## src/rtl/lock_pkg.sv

```systemverilog
// Shared types and constants for the coded-lock code manager.
package lock_pkg;

  typedef enum logic [1:0] {
    LOCKED  = 2'd0,
    OPEN    = 2'd1,
    SET_NEW = 2'd2,
    LOCKOUT = 2'd3
  } state_t;

  localparam int CODE_W = 4;
  localparam logic [CODE_W-1:0] DEFAULT_CODE = 4'b0101;

endpackage

```

## src/rtl/key_debounce.sv

```systemverilog
// Turns a raw push-button level into a clean one-cycle pulse on the
// debounced rising edge: 2-flop synchronizer, stable-time filter, edge detect.
module key_debounce #(
  parameter int unsigned DB_TICKS = 240_000
) (
  input  logic clk,
  input  logic rst,
  input  logic i_key,
  output logic o_pulse
);

  localparam int CW = $clog2(DB_TICKS + 1);

  logic          r_meta;
  logic          r_sync;
  logic          r_stable;
  logic          r_prev;
  logic          r_pulse;
  logic [CW-1:0] r_cnt;

  always_ff @(posedge clk or posedge rst) begin
    if (rst) begin
      r_meta   <= 1'b0;
      r_sync   <= 1'b0;
      r_stable <= 1'b0;
      r_prev   <= 1'b0;
      r_pulse  <= 1'b0;
      r_cnt    <= '0;
    end else begin
      r_meta <= i_key;
      r_sync <= r_meta;
      // Accept a new level only after it has differed for DB_TICKS cycles in a row.
      if (r_sync == r_stable) begin
        r_cnt <= '0;
      end else if (r_cnt == CW'(DB_TICKS - 1)) begin
        r_stable <= r_sync;
        r_cnt    <= '0;
      end else begin
        r_cnt <= r_cnt + CW'(1);
      end
      r_prev  <= r_stable;
      r_pulse <= r_stable & ~r_prev;
    end
  end

  assign o_pulse = r_pulse;

endmodule

```

## src/rtl/lock_code_writer.sv

```systemverilog
// Passcode store, entry checker, failed-attempt counter and lockout timer.
// Define LOCK_DEBOUNCE_EN to accept raw button levels instead of clean pulses.
module lock_code_writer
  import lock_pkg::*;
#(
  parameter logic [CODE_W-1:0] DEFAULT_CODE = lock_pkg::DEFAULT_CODE,
  parameter int unsigned       MAX_TRIES    = 3,
  parameter int unsigned       OPEN_TICKS   = 24_000_000,
  parameter int unsigned       LOCK_TICKS   = 120_000_000,
  parameter int unsigned       DB_TICKS     = 240_000
) (
  input  logic                           clk,
  input  logic                           rst,
  input  logic                           q,
  input  logic                           u,
  input  logic                           n,
  input  logic                           b,
  input  logic                           key_enter,
  input  logic                           key_set,
  output logic [CODE_W-1:0]              code_out,
  output logic                           led_open,
  output logic                           led_alarm,
  output logic                           led_set,
  output logic [$clog2(MAX_TRIES+1)-1:0] fail_cnt,
  output state_t                         dbg_state
);

  localparam int          FW    = $clog2(MAX_TRIES + 1);
  localparam int unsigned TMAX  = (OPEN_TICKS > LOCK_TICKS) ? OPEN_TICKS : LOCK_TICKS;
  localparam int          TW    = $clog2(TMAX + 1);
  localparam logic [FW-1:0] FAIL_MAX  = FW'(MAX_TRIES);
  localparam logic [TW-1:0] OPEN_LAST = TW'(OPEN_TICKS - 1);
  localparam logic [TW-1:0] LOCK_LAST = TW'(LOCK_TICKS - 1);

  logic              w_enter;
  logic              w_set;
  logic [CODE_W-1:0] w_word;
  logic [CODE_W-1:0] r_sw_meta;
  logic [CODE_W-1:0] r_sw_sync;

  state_t            r_state,  w_state_nxt;
  logic [CODE_W-1:0] r_code,   w_code_nxt;
  logic [FW-1:0]     r_fail,   w_fail_nxt;
  logic [TW-1:0]     r_timer,  w_timer_nxt;
  logic              r_led_alarm, w_alarm_nxt;
  logic              r_led_open;
  logic              r_led_set;

`ifdef LOCK_DEBOUNCE_EN
  key_debounce #(.DB_TICKS(DB_TICKS)) u_db_enter (
    .clk(clk), .rst(rst), .i_key(key_enter), .o_pulse(w_enter)
  );
  key_debounce #(.DB_TICKS(DB_TICKS)) u_db_set (
    .clk(clk), .rst(rst), .i_key(key_set), .o_pulse(w_set)
  );
`else
  assign w_enter = key_enter;
  assign w_set   = key_set;
`endif

  assign w_word = r_sw_sync;

  // Next-state logic; key_enter is tested first everywhere so it wins over key_set.
  always_comb begin
    w_state_nxt = r_state;
    w_code_nxt  = r_code;
    w_fail_nxt  = r_fail;
    w_timer_nxt = r_timer;
    w_alarm_nxt = r_led_alarm;
    case (r_state)
      LOCKED: begin
        if (w_enter) begin
          if (w_word == r_code) begin
            w_state_nxt = OPEN;
            w_fail_nxt  = '0;
          end else begin
            w_fail_nxt  = r_fail + FW'(1);
            w_alarm_nxt = 1'b0;
            if (r_fail + FW'(1) == FAIL_MAX) w_state_nxt = LOCKOUT;
          end
        end
      end
      OPEN: begin
        if (w_enter)                  w_state_nxt = LOCKED;
        else if (w_set)               w_state_nxt = SET_NEW;
        else if (r_timer == OPEN_LAST) w_state_nxt = LOCKED;
        else                          w_timer_nxt = r_timer + TW'(1);
      end
      SET_NEW: begin
        if (w_enter) begin
          w_code_nxt  = w_word;
          w_state_nxt = LOCKED;
        end else if (w_set) begin
          w_state_nxt = OPEN;
        end
      end
      LOCKOUT: begin
        if (r_timer == LOCK_LAST) begin
          w_state_nxt = LOCKED;
          w_fail_nxt  = '0;
        end else begin
          w_timer_nxt = r_timer + TW'(1);
        end
      end
      default: w_state_nxt = LOCKED;
    endcase
    // Timers restart on state entry, except OPEN->SET_NEW which keeps the count.
    if (w_state_nxt != r_state && !(r_state == OPEN && w_state_nxt == SET_NEW))
      w_timer_nxt = '0;
    if (w_state_nxt == LOCKOUT)      w_alarm_nxt = 1'b0;
    else if (w_state_nxt != r_state) w_alarm_nxt = 1'b1;
  end

  always_ff @(posedge clk or posedge rst) begin
    if (rst) begin
      r_sw_meta   <= '0;
      r_sw_sync   <= '0;
      r_state     <= LOCKED;
      r_code      <= DEFAULT_CODE;
      r_fail      <= '0;
      r_timer     <= '0;
      r_led_alarm <= 1'b1;
      r_led_open  <= 1'b1;
      r_led_set   <= 1'b1;
    end else begin
      r_sw_meta   <= {q, u, n, b};
      r_sw_sync   <= r_sw_meta;
      r_state     <= w_state_nxt;
      r_code      <= w_code_nxt;
      r_fail      <= w_fail_nxt;
      r_timer     <= w_timer_nxt;
      r_led_alarm <= w_alarm_nxt;
      r_led_open  <= (w_state_nxt != OPEN);
      r_led_set   <= (w_state_nxt != SET_NEW);
    end
  end

  assign code_out  = r_code;
  assign led_open  = r_led_open;
  assign led_alarm = r_led_alarm;
  assign led_set   = r_led_set;
  assign fail_cnt  = r_fail;
  assign dbg_state = r_state;

endmodule

```

## config.mk

```make
export PLATFORM = sky130hd
export DESIGN_NAME = lock_code_writer
export DESIGN_NICKNAME = d
export VERILOG_FILES = /design/src/rtl/lock_pkg.sv /design/src/rtl/key_debounce.sv /design/src/rtl/lock_code_writer.sv
export SDC_FILE = /design/constraint.sdc
export NUM_CORES = 1
export LEC_CHECK = 0
export CORE_ASPECT_RATIO = 1.75
export CORE_UTILIZATION = 50
export CTS_CLUSTER_DIAMETER = 30
export DETAILED_ROUTE_END_ITERATION = 10
export PLACE_DENSITY = 0.7
export SLEW_MARGIN = 40
export SYNTH_ARGS = -nofsm -noshare
export SYNTH_HDL_FRONTEND = slang
export SYNTH_SLANG_ARGS = --single-unit
```

## constraint.sdc

```tcl
create_clock -name clk -period 6.8 [get_ports clk]
set_clock_uncertainty 0.2 [all_clocks]
set_input_delay 1.02 -clock clk [delete_from_list [all_inputs] [get_ports clk]]
set_output_delay 1.02 -clock clk [all_outputs]
set_load 0.05 [all_outputs]
```

### Word level (Yosys, flattened, before mapping)

Index checks and enable logic that the tools add are counted.

* bitwise gates (word level): 0
* multiply operators: 0
* magnitude comparators: 0
* add/sub/neg operators: 2
* multiplexer cells: 25
* equality and inequality tests: 19
* shift-type cells: 0
* divide/modulo/power cells: 0
* reductions and logical operators: 12

Operator list (count)
* 27-bit two-way mux: 5
* 27-bit case mux with 2 select lines: 1
* 27-bit by 1-bit adder with 27-bit output (second input constant): 1
* 27-bit by 25-bit equality test with 1-bit output (second input constant): 1
* 27-bit equality test (second input constant): 1
* 2-bit two-way mux: 12
* 2-bit equality test (second input constant): 5
* 3-bit by 2-bit inequality test with 1-bit output (second input constant): 3
* 3-bit nonzero test: 3
* 2-bit case mux with 4 select lines: 1
* 2-bit inequality test (second input constant): 3
* 3-bit AND reduction: 2
* 1-bit two-way mux: 5
* 5-bit AND reduction: 1
* 4-bit equality test: 1
* 2-bit case mux with 2 select lines: 1
* 3-bit by 1-bit inequality test with 1-bit output (second input constant): 1
* 3-bit inequality test (second input constant): 1
* 2-bit by 1-bit adder with 2-bit output (second input constant): 1
* 2-bit by 1-bit equality test with 1-bit output (second input constant): 1
* 1-bit logical AND: 2
* 2-bit zero test: 1
* 2-bit by 1-bit inequality test with 1-bit output (second input constant): 1
* 2-bit inequality test: 1
* 3 further kinds: 3

* input port bits: 8
* memories: 0
* latch bits: 0
* ROM bits: 0
* output and inout bits: 11
* register bits: 46
* bits in writable memories: 0
* logic and storage cells: 67

### Depth between registers and ports, before layout

Gate-level depths: netlist (run 1).

* depth in word-level cells: 12
* mapped depth: 8
* depth with buffers taken out: 7

### Worst setup path after synthesis (run 1)

OpenSTA, ideal clock, no wires.

* path kind: input to register
* from: input port key_enter
* to: register r_timer[4]
* data required time: 6.523 ns
* arrival: 2.323 ns
* setup time: 0.077 ns
* path buffers: 2
* slack: 4.199 ns
* stages on the path: 6
* cell sequence: clkbuf_1 -> o21bai_1 -> nand2_1 -> clkbuf_1 -> or4_1 -> a21oi_1

* longest elaborated chain between the ends: 8
* elaborated cells between the ends (all ways): 16
* classes of those cells: eq/ne (6); mux (5); reduce/logical (5)

Ends and longest elaborated chain
* start, declared: RTL line lock_code_writer.sv:18 `input logic key_enter,`
* 2-bit two-way mux (on tied branches): RTL line lock_code_writer.sv:90, lock_code_writer.sv:72, lock_code_writer.sv:84
* 2-bit case mux with 4 select lines: RTL line lock_code_writer.sv:70 `case (r_state)`
* 2-bit equality test: RTL line lock_code_writer.sv:108 `if (w_state_nxt != r_state && !(r_state == OPEN && w_state_nxt == SET_NEW))`
* 1-bit logical AND: RTL line lock_code_writer.sv:108
* 1-bit zero test: RTL line lock_code_writer.sv:108
* 1-bit logical AND: RTL line lock_code_writer.sv:108
* 3-bit inequality test (no line) (tied with other cells)
* 5-bit AND reduction (no line)
* end signal, assigned: RTL line lock_code_writer.sv:131 `r_timer <= w_timer_nxt;`
* end, declared: RTL line lock_code_writer.sv:44 `logic [TW-1:0] r_timer, w_timer_nxt;`

Parallel ways exist; a longest one is shown, timed or not.
A chain may end at the register's enable or synchronous reset.

### Worst setup path in the final report (run 1)

* from: register r_state[0], in the netlist dbg_state[0]
* to: output port dbg_state[0]

RTL lines
* start, declared: RTL line lock_code_writer.sv:41 `state_t r_state, w_state_nxt;`
* start signal, assigned: RTL line lock_code_writer.sv:128 `r_state <= w_state_nxt;`
* end, declared: RTL line lock_code_writer.sv:25 `output state_t dbg_state`

No word-level cell between the ends.

==> out/results.tsv, run 1 <==
metric	value	unit
outcome	finished, final reports clean	
detailed router's first-iteration violation count	51	
CTS Root Cell	clkbuf_8	
total power	0.901	mW
Hold Vio Cnt, Final	0	
worst path bufs/invs	1	
number of synthesized flops with an enable pin	0	
Slew HR	46.3	%
antenna violations before repair	0	
RSZ-0062 raised after global routing	no	
Reg area	1160	um^2
number of global-route vias before repair	1901	
Slew Limit Fails	0	
Comb power frac	37.8	%
DRT Pass-1 Iters	4	
P_int	0.542	mW
Clk Latency, worst-skew pair	300	ps
via count	1970	
xor-xnor portion of the synthesized cell area	5.33	%
Post-synth ARST share	100	%
instance count on the critical path	1	
critical-path cell list	clkdlybuf4s50_1	
clock buffer count from CTS	5	
Core ar.	4710	um^2
Total Nets Final	270	
GR Overflow Total	0	
Period Utilization, post-route	45.8	%
Vias/cell	6.29	
max incr delay on CP	910	ps
net switching power	0.359	mW
Post-Synth Simple-Gate Area	25.5	%
H-tree depth	2	
Hold Crit Depth	0	
crit path capture type	output pin	
sequential-to-total area share from yosys stat	47.0	%
Gate Count Post-Synth	250	
clk sinks	46	
TritonCTS clock tree	built	
VDD IR max	283	uV
Detail Route Antenna Nets	0	
PwrDens	328	nW/um^2
final setup violation count	0	
Crit-path slowest cell	clkdlybuf4s50_1	
Die ar.	5220	um^2
Seq pwr share	39.3	%
Yosys top cell by area	dfrtp_1	
Switching Share	39.9	%
total track usage	22.6	%
YS warnings	0	
# diodes	0	
synthesis-stage register bit count	46	
maximum capacitance violations	0	
Hold WS	156	ps
post-synth top area share	41.6	%
Die W	55.1	um
top cell family by delay on the critical path	buffers and inverters	
fillers	409	
ys flop type	dfrtp_1	
CTS Hold Buffers Added	0	
Worst Max-Slew Pin Slew	802	ps
area of the multi-input gates	1190	um^2
Setup TNS Final	0	ps
setup repair bufs after CTS	0	
Final HPWL DP	3.43	mm
row count	33	
Avg Cell Area, Syn	9.85	um^2
Req. time, crit path	5580	ps
main combinational cell family by area after synthesis	simple AND/OR/NAND/NOR gates	
clock slew at reported path FFs	90	ps
CP Max Fanout	18	
total wire length	5.26	mm
I/O Buffers	18	
Initial Utilization	52.3	%
Critical Path AT	1900	ps
Die Ht	94.9	um
first-pass GRT wire length	8.61	mm
Critical Path Start Type	flop	
wire length per cell	16.8	um
Static Leak	1.01	nW
mux cell area share after synthesis	1.83	%
worst-case clock buffer depth	2	
Synth cell types	46	
Reg2Reg Depth	5	
crit path kind	flop to output pin	
post-cts resize count	0	
Synth Area in Compound Gates	14.4	%
worst hold-check path type	flop to flop	
DRC	0	
share of layout cells above drive strength 1	10.3	%
fraction of the mapped netlist area in adder cells	1.02	%
largest net degree at the start of global routing	47	
P&R area growth vs syn	11.4	%
highest clock rate	321	MHz
Mapped Nets	260	
GPL Wtd Cong	0.842	
Synth area leaders	dfrtp_1 (42%), dfstp_2 (5.3%), xnor2_1 (5.3%)	
clock network fraction of total power	22.9	%
Tmin final	3120	ps
Synth Cell Area	2460	um^2
I/O pins	19	
## metrics by stage
stage / area, um^2 / setup WS [ps] / util [%] / cells
3_5_place_dp: 2630 / 3520 / 55.9 / 305
4_1_cts: 2750 / 3700 / 58.3 / 313
3_3_place_gp: 2630 / 3290 / 55.8 / 305
6_report: 2750 / 3680 / 58.3 / 313
2_1_floorplan: 2460 / 4200 / - / 250
5_1_grt: 2750 / 3640 / 58.3 / 313
## per-layer routing
layer	vias up	GRT usage [%]	wire length [um]
met3	7	4.03	192
li1	949	-	-
met4	0	7.71	85
met1	963	26.3	2180
met5	-	0	0
met2	51	39.6	2810
## worst paths after layout
check | from | slack, ps | endpoint
max reg2reg | r_timer[14]$_DFFE_PP0P_ | 3970 | r_timer[25]$_DFFE_PP0P_
min reg2reg | r_sw_meta[2]$_DFF_PP0_ | 160 | r_sw_sync[2]$_DFF_PP0_
max | dbg_state[0]$_DFF_PP0_ | 3680 | dbg_state[0]
max in group asynchronous | rst | 5080 | r_timer[24]$_DFFE_PP0P_
min in group asynchronous | rst | 930 | r_sw_sync[0]$_DFF_PP0_
min | r_sw_meta[2]$_DFF_PP0_ | 160 | r_sw_sync[2]$_DFF_PP0_
## cell usage in the layout (no fill, tap or decap), types with 7 or more instances in the layout
master            n
a21oi_1          15
clkdlybuf4s50_1  18
dfrtp_1          41
inv_1             9
nand2_1          16
nand3_1           8
nand4_1          10
nor2_1           16
nor3_1            7
o21ai_0          13
or4_1             8
xnor2_1          15
## power by group through the flow
stage          clock network (mW)  registers (mW)  logic, mW
3_5_place_dp                    0           0.360      0.340
4_1_cts                     0.211           0.355      0.341
5_1_grt                     0.216           0.364      0.367
3_3_place_gp                    0           0.360      0.337
6_report                    0.206           0.354      0.340
2_1_floorplan                   0           0.442      0.179
## sequential cells by signal, summed over array words and instances (netlist names)
signal	cells
r_sw_meta	4
fail_cnt	2
r_timer	27
r_sw_sync	4
led_open	1
dbg_state	2
code_out	4
led_alarm	1
led_set	1
## area by class of cell
cell class	count	share of cell area, %
multi-input combinational	179	43.3
sequential	46	42.2
timing repair buffer	18	6.56
clock buffer	5	2.51
tap	52	2.37
clock inverter	3	1.64
inverter	10	1.46
## synth_stat cells, types with 7 or more instances
cell,instances
dfrtp_1,41
nand2_1,17
nor2_1,16
a21oi_1,15
xnor2_1,15
o21ai_0,13
clkbuf_1,11
inv_1,10
nand4_1,10
nand3_1,8
or4_1,8
nor3_1,7
## cells by family after synthesis
group / Yosys count
adders and majority gates: 2
and+or+nand+nor: 105
xor gates and xnor gates: 15
AOI/OAI and AO/OA: 53
DFF: 46
buffers and inverters: 25
muxes: 4
No activity file was read; power rests on OpenSTA's default activity.
==> run 2, diff against run 1 <==
- clock period: 6.8 -> 3.1 ns (I/O delays scaled with it)
==> run 2 against run 1 <==
Global-route usage is 0.058 points higher. Via count is 1.5% higher. Clock power is 83% higher. Critical path depth is 5 higher. First-iteration DRC count is 29% lower. Non-clock buffer count is 5 higher. Combinational power is 130% higher. Largest power group is now combinational cells.
==> out/results.tsv, run 2 (synthesis results as in run 1) <==
metric	value	unit	change
total track usage	22.6	%	+0.058 points
RSZ-0062 raised after global routing	no		
maximum capacitance violations	0		unchanged
crit path capture type	flop		
clk sinks	46		unchanged
share of layout cells above drive strength 1	11.7	%	+1.3 points
Core ar.	4710	um^2	unchanged
Critical Path Start	r_timer[14]$_DFFE_PP0P_		
Initial Utilization	52.3	%	unchanged
Tmin final	2580	ps	
via count	1999		+1.5%
DRT Pass-1 Iters	4		unchanged
net switching power	0.792	mW	+120%
Seq pwr share	39.5	%	+0.2 points
GR Overflow Total	0		unchanged
Die Ht	94.9	um	unchanged
Period Utilization, post-route	83.2	%	
non-filler cells in the finished layout	318		+1.6%
highest clock rate	388	MHz	
clock slew at reported path FFs	90	ps	about the same
min-delay src	r_sw_meta[3]$_DFF_PP0_		
number of global-route vias before repair	1875		-1.4%
Detail Route Antenna Nets	0		unchanged
Clk Latency, worst-skew pair	300	ps	about the same
outcome	finished, final reports clean		
Setup TNS Final	0	ps	unchanged
total wire length	5.22	mm	-0.76%
worst hold-check path type	flop to flop		
Die W	55.1	um	unchanged
most common cell after layout, fill and taps aside	dfrtp_1		
Slew HR	53.1	%	+6.9 points
# diodes	0		unchanged
I/O Buffers	18		unchanged
worst-case clock buffer depth	2		unchanged
CTS Hold Buffers Added	0		unchanged
TritonCTS clock tree	built		
final setup violation count	0		unchanged
# placed instances	310		+1.6%
dpl ws	407	ps	-3120 ps
P_int	1.14	mW	+110%
DRC	0		unchanged
post-cts resize count	0		unchanged
CTS Root Cell	clkbuf_8		
Req. time, crit path	3050	ps	-2530 ps
I/O pins	19		unchanged
Critical Path AT	2530	ps	+630 ps
Comb power frac	41.0	%	+3.2 points
Largest Register	r_timer		
Critical Path Start Type	flop		
clock buffer count from CTS	5		unchanged
Total Nets Final	275		+1.9%
r2r startpoint	r_timer[14]$_DFFE_PP0P_		
H-tree depth	2		unchanged
Switching Share	41.1	%	+1.2 points
largest net degree at the start of global routing	47		unchanged
PnR worst setup slack	521	ps	-3160 ps
commonest cells after routing, fill and taps aside	dfrtp_1 (41), clkdlybuf4s50_1 (18), nand2_1 (17)		
setup repair bufs after CTS	0		unchanged
first-pass GRT wire length	8.51	mm	-1.1%
P&R area growth vs syn	12.0	%	
detailed router's first-iteration violation count	36		-29%
Die ar.	5220	um^2	unchanged
Final HPWL DP	3.69	mm	+7.3%
VDD IR max	494	uV	+74%
antenna violations before repair	0		unchanged
Hold Vio Cnt, Final	0		unchanged
Static Leak	1.03	nW	+1.8%
PwrDens	699	nW/um^2	+110%
Slew Limit Fails	0		unchanged
CP Max Fanout	27		+9
max reg flops	27		unchanged
crit path kind	flop to flop		
clock network fraction of total power	19.5	%	-3.4 points
Worst Max-Slew Pin Slew	696	ps	-107 ps
wire length per cell	16.4	um	-2.3%
Vias/cell	6.29		-0.12%
row count	33		unchanged
GPL Wtd Cong	0.857		+1.8%
-- run 2: changes by cell type in the layout (fill, tap and decap cells not counted), sizes merged --
cell / previous run / this run
buf: 0 / 5
bufinv: 1 / 0
clkinv: 0 / 1
clkinvlp: 2 / 1
inv: 10 / 11
-- run 2: final timing paths --
| kind | to | depth (start not counted) | slack (ps) |
|---|---|---|---|
| setup / recovery | r_timer[3]$_DFFE_PP0P_ | 6 | 520 |
| hold / removal | r_sw_sync[3]$_DFF_PP0_ | 0 | 160 |
| setup reg to reg | r_timer[3]$_DFFE_PP0P_ | 6 | 520 |
| hold reg to reg | r_sw_sync[3]$_DFF_PP0_ | 0 | 160 |
| max in group asynchronous | led_open$_DFF_PP1_ | 2 | 1940 |
| min in group asynchronous | r_sw_sync[0]$_DFF_PP0_ | 2 | 360 |
-- run 2: final cells by class --
| class | instances | area (um^2) |
|---|---|---|
| repair buffers | 23 | 218 |
| flip-flops and latches | 46 | 1160 |
| multi-input cells | 179 | 1190 |
| well taps | 52 | 65.1 |
| inverters | 10 | 40.0 |
| clock inverters | 3 | 25.0 |
| clock buffers | 5 | 68.8 |
| fillers | 439 | 1950 |
-- run 2: power groups by stage --
stage | sequential (mW) | combinational (mW) | clock [mW]
detailed placement | 0.776 | 0.797 | 0
global placement | 0.773 | 0.788 | 0
floorplan | 0.969 | 0.393 | 0
global route | 0.781 | 0.864 | 0.417
finish | 0.762 | 0.791 | 0.377
CTS | 0.763 | 0.798 | 0.388
-- run 2: per-stage QoR --
stage | power (mW) | cell area (um^2) | util, % | hold slack, ps
global route | 2.06 | 2760 | 58.6 | 161
CTS | 1.95 | 2760 | 58.6 | 157
global placement | 1.56 | 2660 | 56.6 | 133
finish | 1.93 | 2760 | 58.6 | 156
floorplan | 1.36 | 2460 | - | 131
detailed placement | 1.57 | 2670 | 56.6 | 136
-- run 2: critical path, cell delays in order, from the launching register on --
cell	delay, ps
dfrtp_1	460
or4b_4	580
nor4_4	370
a41oi_2	210
o211ai_4	200
buf_4	320
a31oi_1	70
-- run 2: layer usage --
metal,up-vias,track usage [%],routed length (um)
li1,951,-,-
met1,982,23.8,2070
met2,51,40.1,2780
met3,15,5.80,210
met4,0,9.79,162
met5,-,0,0
==> run 3, diff against run 2 <==
- clock period: 3.1 -> 2.6 ns (I/O delays scaled with it)
==> run 3 against run 2 <==
Design area grew 2.9%. Flip-flop and latch count is the same. Largest power group unchanged. Worst setup slack lost 360 ps. Wire length shrank 3.4%. Sequential share of layout area shrank 1.2 points. Via count shrank 1.2%. First-iteration DRC count grew 25%. Non-clock buffer count grew 6. Global-route usage shrank 0.44 points. Largest cell class unchanged. Register-to-register slack lost 360 ps. Fmax grew 5.9%. Critical path type unchanged.
==> out/results.tsv, run 3 (synthesis results as in run 1) <==
metric	value	unit	change
outcome	finished, final reports clean		
Clk Latency, worst-skew pair	310	ps	about the same
critical-path cell list	or4b_4 > nor4_4 > a41oi_2 > o211ai_4 > buf_12 > a31oi_1		
dpl ws	141	ps	-266 ps
Req. time, crit path	2560	ps	-490 ps
Slew HR	55.9	%	+2.8 points
GPL Wtd Cong	0.884		+3.2%
I/O Buffers	18		unchanged
Tmin final	2430	ps	-145 ps
worst path bufs/invs	1		unchanged
total track usage	22.2	%	-0.44 points
Static Leak	1.08	nW	+4.6%
antenna violations before repair	0		unchanged
PnR worst setup slack	166	ps	-355 ps
crit path capture type	flop		
CTS Hold Buffers Added	0		unchanged
# placed instances	316		+1.9%
P&R area growth vs syn	15.3	%	
Total Nets Final	281		+2.2%
final setup violation count	0		unchanged
I/O pins	19		unchanged
top cell family by delay on the critical path	simple AND/OR/NAND/NOR gates		
share of layout cells above drive strength 1	14.0	%	+2.3 points
number of global-route vias before repair	1820		-2.9%
GR Overflow Total	0		unchanged
clock buffer count from CTS	5		unchanged
clk sinks	46		unchanged
maximum capacitance violations	0		unchanged
VDD IR max	791	uV	+60%
TritonCTS clock tree	built		
Period Utilization, post-route	93.6	%	+10 points
commonest cells after routing, fill and taps aside	dfrtp_1 (41), clkdlybuf4s50_1 (18), nand2_1 (17)		
PwrDens	826	nW/um^2	+18%
setup repair bufs after CTS	0		unchanged
DRC	0		unchanged
Critical Path AT	2390	ps	-140 ps
Critical Path Start Type	flop		
clock slew at reported path FFs	90	ps	about the same
Initial Utilization	52.3	%	unchanged
CTS Root Cell	clkbuf_8		
most common cell after layout, fill and taps aside	dfrtp_1		
Hold WS	154	ps	-2.04 ps
Largest Register	r_timer		
DRT Pass-1 Iters	4		unchanged
via count	1976		-1.2%
crit path kind	flop to flop		
Setup TNS Final	0	ps	unchanged
Crit-path slowest cell	or4b_4		
wire length per cell	15.6	um	-5.2%
max reg flops	27		unchanged
first-pass GRT wire length	8.33	mm	-2.2%
non-filler cells in the finished layout	324		+1.9%
total wire length	5.05	mm	-3.4%
worst hold-check path type	flop to flop		
Worst Max-Slew Pin Slew	655	ps	-41.0 ps
Die Ht	94.9	um	unchanged
CP Max Fanout	27		unchanged
Die W	55.1	um	unchanged
largest net degree at the start of global routing	47		unchanged
# diodes	0		unchanged
detailed router's first-iteration violation count	45		+25%
Detail Route Antenna Nets	0		unchanged
max incr delay on CP	570	ps	about the same
H-tree depth	2		unchanged
post-cts resize count	0		unchanged
row count	33		unchanged
highest clock rate	411	MHz	+5.9%
total power	2.35	mW	+22%
Slew Limit Fails	0		unchanged
Final HPWL DP	3.61	mm	-2.2%
Hold Vio Cnt, Final	0		unchanged
Die ar.	5220	um^2	unchanged
Vias/cell	6.10		-3.0%
worst-case clock buffer depth	2		unchanged
Core ar.	4710	um^2	unchanged
RSZ-0062 raised after global routing	no		
-- run 3: cell count changes in the layout (fill, tap and decap cells not counted) --
cell,previous run,this run
o21a_2,0,1
inv_4,1,0
o21a_1,1,0
buf_4,5,8
inv_2,0,1
buf_12,0,3
-- run 3: stage by stage --
stage | area (um^2) | utilization [%]
2_1_floorplan | 2460 | -
3_3_place_gp | 2750 | 58.3
3_5_place_dp | 2750 | 58.3
4_1_cts | 2840 | 60.3
5_1_grt | 2840 | 60.4
6_report | 2840 | 60.4
-- run 3: final cells by class --
class	instances	area (um^2)
Timing Repair Buffer	29	300
Tap cell	52	65.1
Multi-Input combinational cell	179	1190
Clock inverter	3	25.0
Inverter	10	37.5
Sequential cell	46	1160
Clock buffer	5	68.8
Fill cell	400	1870
-- run 3: power breakdown --
group / switching (mW) / leakage (nW) / internal [mW]
clock: 0.257 / 0.0447 / 0.194
combinational: 0.622 / 0.436 / 0.380
sequential: 0.0676 / 0.598 / 0.825
total: 0.946 / 1.08 / 1.40
-- run 3: worst paths after layout --
kind	from	end	slack [ps]	cells past startpoint
min in group asynchronous	rst	r_sw_sync[0]$_DFF_PP0_	220	3
worst max-delay path	r_timer[14]$_DFFE_PP0P_	r_timer[2]$_DFFE_PP0P_	170	6
worst min-delay path	r_sw_meta[0]$_DFF_PP0_	r_sw_sync[0]$_DFF_PP0_	150	0
worst min register to register	r_sw_meta[0]$_DFF_PP0_	r_sw_sync[0]$_DFF_PP0_	150	0
worst max register to register	r_timer[14]$_DFFE_PP0P_	r_timer[2]$_DFFE_PP0P_	170	6
max in group asynchronous	rst	led_alarm$_DFFE_PP1P_	1700	3
-- run 3: per-layer routing --
layer / vias to the layer above / track usage (%) / wire, um
li1: 962 / - / -
met4: 0 / 11.3 / 128
met2: 38 / 37.9 / 2770
met3: 12 / 3.54 / 136
met1: 964 / 25.3 / 2010
met5: - / 0 / 0
